### src/rtl/pc_fetch_ctrl.sv
// pc_fetch_ctrl
//   Program-counter sequencer and instruction-fetch handshake for the MIPS core.
//   It picks the next PC from four sources: sequential, branch, jump or jump-register.
//   It holds the PC during stalls and while a fetch is outstanding.
//   A redirect that arrives while a fetch is in flight is latched.
//   The wrong-path instruction is squashed when that fetch completes.
//   Misaligned redirect targets are replaced by the exception vector.
//   All state changes on the falling edge of clk.
//
// Ports
//   clk            in   system clock (state updates on negedge)
//   reset          in   asynchronous active-low reset
//   stall          in   pipeline hold, blocks issue of a new fetch
//   branch_taken   in   branch resolved taken; branch_target is its destination
//   jump           in   j/jal; jump_target is its destination
//   jr             in   jr/jalr; jr_target is its destination
//   imem_ack       in   instruction memory completes the outstanding fetch
//   pc             out  current fetch address
//   imem_req       out  fetch request, high until imem_ack
//   inst_valid     out  one-cycle pulse when the completed fetch is on the correct path
//   addr_err       out  one-cycle pulse when a misaligned target is replaced by EXC_PC
//   redirect_pend  out  redirect latched, waiting for the in-flight fetch to finish
module pc_fetch_ctrl #(
   parameter logic [31:0] RESET_PC = 32'h0040_0020,
   parameter logic [31:0] EXC_PC   = 32'h8000_0180
) (
   input  logic        clk,
   input  logic        reset,
   input  logic        stall,
   input  logic        branch_taken,
   input  logic [31:0] branch_target,
   input  logic        jump,
   input  logic [31:0] jump_target,
   input  logic        jr,
   input  logic [31:0] jr_target,
   input  logic        imem_ack,
   output logic [31:0] pc,
   output logic        imem_req,
   output logic        inst_valid,
   output logic        addr_err,
   output logic        redirect_pend
);

   typedef enum logic [1:0] {
      ST_BOOT  = 2'd0,
      ST_FETCH = 2'd1,
      ST_HOLD  = 2'd2
   } state_t;

   state_t      state_q, state_d;
   logic [31:0] pc_q, pc_d;
   logic        imem_req_q, imem_req_d;
   logic        inst_valid_q, inst_valid_d;
   logic        addr_err_q, addr_err_d;
   logic        pend_q, pend_d;
   logic [31:0] pend_tgt_q, pend_tgt_d;

   logic        redir_s;
   logic [31:0] raw_tgt_s;
   logic        misalign_s;
   logic [31:0] redir_tgt_s;

   // Redirect source select (jr > jump > branch) and misalignment substitution
   always_comb begin
      redir_s   = jr | jump | branch_taken;
      raw_tgt_s = 32'h0000_0000;
      if (jr) begin
         raw_tgt_s = jr_target;
      end else if (jump) begin
         raw_tgt_s = jump_target;
      end else if (branch_taken) begin
         raw_tgt_s = branch_target;
      end else begin
         raw_tgt_s = 32'h0000_0000;
      end
      misalign_s  = redir_s && (raw_tgt_s[1:0] != 2'b00);
      redir_tgt_s = misalign_s ? EXC_PC : raw_tgt_s;
   end

   // Next-state, next-PC and output pulse computation
   always_comb begin
      state_d      = state_q;
      pc_d         = pc_q;
      pend_d       = pend_q;
      pend_tgt_d   = pend_tgt_q;
      inst_valid_d = 1'b0;
      addr_err_d   = 1'b0;

      case (state_q)
         ST_BOOT: begin
            // imem_ack here is ignored: any fetch pending before reset was abandoned
            state_d = ST_FETCH;
            pc_d    = RESET_PC;
         end
         ST_FETCH: begin
            if (imem_ack) begin
               if (redir_s) begin
                  // A same-edge redirect overrides anything already latched
                  pc_d       = redir_tgt_s;
                  addr_err_d = misalign_s;
                  pend_d     = 1'b0;
               end else if (pend_q) begin
                  pc_d   = pend_tgt_q;
                  pend_d = 1'b0;
               end else begin
                  inst_valid_d = 1'b1;
                  pc_d         = pc_q + 32'd4;
               end
               state_d = stall ? ST_HOLD : ST_FETCH;
            end else if (redir_s) begin
               // Fetch still in flight: remember the target; PC stays on the current fetch
               pend_d     = 1'b1;
               pend_tgt_d = redir_tgt_s;
               addr_err_d = misalign_s;
            end else begin
               state_d = ST_FETCH;
            end
         end
         ST_HOLD: begin
            // No request is outstanding, so a redirect can update the PC directly
            if (redir_s) begin
               pc_d       = redir_tgt_s;
               addr_err_d = misalign_s;
            end else begin
               pc_d = pc_q;
            end
            state_d = stall ? ST_HOLD : ST_FETCH;
         end
         default: begin
            state_d    = ST_BOOT;
            pc_d       = RESET_PC;
            pend_d     = 1'b0;
            pend_tgt_d = 32'h0000_0000;
         end
      endcase

      imem_req_d = (state_d == ST_FETCH);
   end

   // State and registered-output flops, updated on the falling edge
   always_ff @(negedge clk or negedge reset) begin
      if (!reset) begin
         state_q      <= ST_BOOT;
         pc_q         <= RESET_PC;
         imem_req_q   <= 1'b0;
         inst_valid_q <= 1'b0;
         addr_err_q   <= 1'b0;
         pend_q       <= 1'b0;
         pend_tgt_q   <= 32'h0000_0000;
      end else begin
         state_q      <= state_d;
         pc_q         <= pc_d;
         imem_req_q   <= imem_req_d;
         inst_valid_q <= inst_valid_d;
         addr_err_q   <= addr_err_d;
         pend_q       <= pend_d;
         pend_tgt_q   <= pend_tgt_d;
      end
   end

   assign pc            = pc_q;
   assign imem_req      = imem_req_q;
   assign inst_valid    = inst_valid_q;
   assign addr_err      = addr_err_q;
   assign redirect_pend = pend_q;

endmodule

### config.mk
export PLATFORM = sky130hd
export DESIGN_NAME = pc_fetch_ctrl
export DESIGN_NICKNAME = d
export VERILOG_FILES = /design/src/rtl/pc_fetch_ctrl.sv
export SDC_FILE = /design/constraint.sdc
export NUM_CORES = 1
export LEC_CHECK = 0
export BUFFER_PORTS_ARGS = -buffer_cell sky130_fd_sc_hd__buf_2
export CORE_MARGIN = 1
export CORE_UTILIZATION = 53
export DETAILED_ROUTE_END_ITERATION = 8
export PLACE_DENSITY = 0.86
export SKIP_CTS_REPAIR_TIMING = 1
export SLEW_MARGIN = 40
export SYNTH_ARGS = -nofsm -noshare
export SYNTH_HDL_FRONTEND = slang
export SYNTH_SLANG_ARGS = --single-unit
### constraint.sdc
create_clock -name clk -period 2.5 [get_ports clk]
set_input_delay 0.25 -clock clk [delete_from_list [all_inputs] [get_ports clk]]
set_output_delay 0.25 -clock clk [all_outputs]
set_load 0.01 [all_outputs]
* Word level (Yosys, flattened, before mapping) *
Index checks and enable logic that the tools add are counted.

cells by class
  eq/ne operators = 8
  add/sub/neg operators = 1
  bitwise operators = 3
  multiplexer cells = 24
  reductions and logical operators = 8

operators with widths
  operator               number
  $mux 32                9
  $pmux 32 s2            2
  $add 32x3->32 const B  1
  $mux 1                 8
  $ne 2x2->1 const B     4
  $mux 2                 3
  $pmux 2 s3             1
  $eq 2x1->1 const B     2
  $reduce_and 2->1       2
  $reduce_or 2->1        2
  $ne 3x3->1 const B     1
  $reduce_and 3->1       1
  $eq 2x2->1 const B     1
  $logic_not 2->1        1
  $or 1x1->1             2
  $pmux 1 s2             1
  $reduce_bool 2->1      1
  $logic_and 1x1->1      1
  $not 1->1              1

word-level totals
  register bits = 70
  bits of input ports = 103

* Logic depth before layout (Yosys ltp) *
  depth in word-level cells = 9
  mapped depth = 10
  mapped depth without buffers = 8

==> results.json <==
{
  "status": "complete, but fails checks",
  "failed_checks": "negative setup slack",
  "antenna_left": 0,
  "p_leak_nw": 3.599,
  "pwr_density_cell_nw_per_um2": 1015,
  "synth_edf_count": 0,
  "io_buffers": 138,
  "numClockSinks": 70,
  "ios": 139,
  "yosysTopAreaCell": "dfrtn_1",
  "critPathRequiredTime_ns": 1.60,
  "clock_path_buffers": 2,
  "p_clk_frac": 0.153,
  "drt_pre_antenna_iters": 6,
  "drt-initial-drc-count": 799,
  "yosys_most_used_dff": "dfrtn_1",
  "crit_family": "simple AND/OR/NAND/NOR gates",
  "place.gp.congestion": 0.9614,
  "grt_max_degree": 71,
  "rsz0062_at_grt": "yes",
  "r2r-end": "pc[18]",
  "hold_path_class": "flop to flop",
  "swShare": 0.4362,
  "hp-start": "pend_tgt_q[24]",
  "die_w_um": 95.98,
  "ys_ff_latch": 70,
  "initial_core_util": 0.5584,
  "critPathSlowestCell": "or4b_4",
  "wl_per_cell_um": 24.31,
  "placed_cells": 859,
  "pwr-share-comb": 0.598,
  "grt_pass1_vias": 5187,
  "setup_viol": 70,
  "grtUsageTotal": 0.3926,
  "syn_area_per_cell_um2": 8.434,
  "reg2reg_from": "pc[2]",
  "gr-total-overflow": 0,
  "num_vias": 6469,
  "grt_pass1_wl_mm": 26.77,
  "crit_cells": 7,
  "postLayoutCellArea_um2": 7595,
  "final_cell_mix": "buf_2 (134), buf_4 (115), dfrtn_1 (68), nand2_1 (67), buf_6 (31)",
  "dieArea_um2": 9211,
  "wl_met2_mm": 10.32,
  "cp_cell_sequence": "buf_12, or4b_4, nor4b_4, nand2_2, nor2_1, o21ai_0, o221ai_1",
  "clk_latency_ns": 0.39,
  "syn-instance-count": 555,
  "dpl.hpwl_mm": 13.31,
  "coreArea_um2": 8382,
  "wl_met3_mm": 2.885,
  "fin_ws_ns": -0.3209,
  "syn_area_um2": 4681,
  "finalNetCount": 929,
  "numCtsBuffers": 9,
  "layout_commonest_cell": "buf_2",
  "synth_cell_type_count": 70,
  "root_buffer": "clkbuf_8",
  "rows": 33,
  "internal-power_mw": 4.345,
  "critPathMaxFanout": 7,
  "maxSlewHeadroom": 0.5875,
  "synthArstFlopShare": 1.000,
  "postPlaceCellArea_um2": 6221,
  "critical_path_class": "input port to flop",
  "finalMaxSlewViolations": 0,
  "drt-total-wl_mm": 22.63,
  "ys_seq_area_frac": 0.3748,
  "ys_warn_count": 0,
  "final_cells": 931,
  "wl_met1_mm": 7.928,
  "area_delta_synth_final_pct": 62.26,
  "end_kind": "flop",
  "hold_violations": 0,
  "hold_depth": 2,
  "clkTransAtPathRegs_ns": 0.05,
  "switchingPower_mw": 3.362,
  "crit_path_start_kind": "input port",
  "htreeDepth": 3,
  "worst_slew_pin_slew_ns": 0.6181,
  "pwr-share-seq": 0.249,
  "synth_top_area_frac": 0.3635,
  "drive_above_1_share": 0.5042,
  "vias_per_cell": 6.948,
  "drv_cap": 0,
  "synth_fp_nets": 664,
  "die_h_um": 95.98,
  "arrival_ns": 1.92,
  "min_to": "pend_tgt_q[24]",
  "clock_skew_ns": 0.05279,
  "worst_r2r_path_depth": 9,
  "finalCoreUtilization": 0.9061,
  "yosys-top-cells-area": "dfrtn_1 (36%), o21ai_0 (7.3%), nand2_1 (6.9%), a221o_1 (4.7%), a21oi_1 (3.1%)",
  "crit_buf_inv": 1,
  "highest_layer": "met4",
  "rrSetupSlack_ns": -0.10,
  "antenna_found_initial": 2,
  "drc": 0,
  "peakVddDrop_mv": 0.5641,
  "cts_tree": "yes",
  "worst_path_largest_cell_delay_ns": 0.61
}
## synth_stat cells (3+ instances only)
library cell and instances:
a21oi_1 29, a221o_1 22, a221oi_1 10, a22oi_1 17
a31oi_1 6, a32o_1 4, and2_1 6, and3_1 6
buf_1 10, buf_2 9, clkbuf_1 17, clkbuf_8 3
dfrtn_1 68, ha_1 6, inv_1 13, nand2_1 86
nand3_1 10, nand3_2 3, nand4_1 11, nor2_1 31
nor2b_1 3, nor3_1 10, nor4_1 5, o211ai_1 5
o21ai_0 68, o221ai_1 5, o31ai_1 18, or3_1 5
xnor2_1 4, xor2_1 15
## through the flow
| stage | hold slack, ns | setup WS, ns | TNS (ns) | power (mW) |
|---|---|---|---|---|
| after floorplan | 0.4035 | -0.5272 | -17.58 | 3.700 |
| after global placement | 0.4154 | -0.6316 | -33.17 | 4.889 |
| after detailed placement | 0.4253 | -0.7077 | -37.60 | 4.979 |
| after CTS | 0.4253 | -0.3424 | -14.17 | 6.133 |
| after global routing | 0.4627 | -0.3222 | -9.594 | 7.935 |
| final | 0.4406 | -0.3209 | -8.495 | 7.708 |
## tightest hold or removal path: stages, from the launching register on
cell,delay [ns]
dfrtn_1,0.41
nand2_1,0.05
o21ai_0,0.07
## layout make-up
class                   instances  area, um^2
diodes                          1       2.502
clock buffers                  11       141.4
clock inverters                 7       113.9
fillers                       363       787.0
inverters                      13       48.80
multi-input cells             431        3244
flip-flops and latches         70        1754
well taps                     105       131.4
repair buffers                293        2158
## cell families after synthesis
kind of cell,Yosys count,share of synthesized area
buffers and inverters,55,0.05560
and+or+nand+nor,197,0.2128
AOI/OAI and AO/OA,206,0.3010
muxes,2,0.004277
adders and majority gates,6,0.01604
DFF,70,0.3748
xor gates and xnor gates,19,0.03555
## worst max-delay path by stage
stage                       startpoint     end  slack, ns
after CTS                 branch_taken  pc[20]      -0.34
final                               jr   pc[7]      -0.32
after floorplan                     jr  pc[11]      -0.53
after detailed placement  branch_taken  pc[20]      -0.71
after global placement              jr  pc[11]      -0.63
after global routing                jr  pc[25]      -0.32
## state kept, by name (all words and copies together) (netlist names)
name and flops:
addr_err 1, imem_req 1, inst_valid 1, pc 32
pend_tgt_q 32, redirect_pend 1, state_q 2
## layer usage
| metal | up-vias | GRT usage |
|---|---|---|
| met3 | 173 | 0.07030 |
| met2 | 660 | 0.6018 |
| met1 | 3014 | 0.5438 |
| met4 | 0 | 0.1629 |
| met5 | - | 0 |
| li1 | 2622 | - |
## power groups by stage
stage	logic, mW	clock network [mW]	registers, mW
finish	4.61	1.18	1.92
global route	4.78	1.21	1.95
CTS	3.03	1.16	1.95
detailed placement	3.01	0.00751	1.96
global placement	2.94	0.00751	1.94
floorplan	1.75	0.00751	1.95
(Power assumes the default switching activity.)
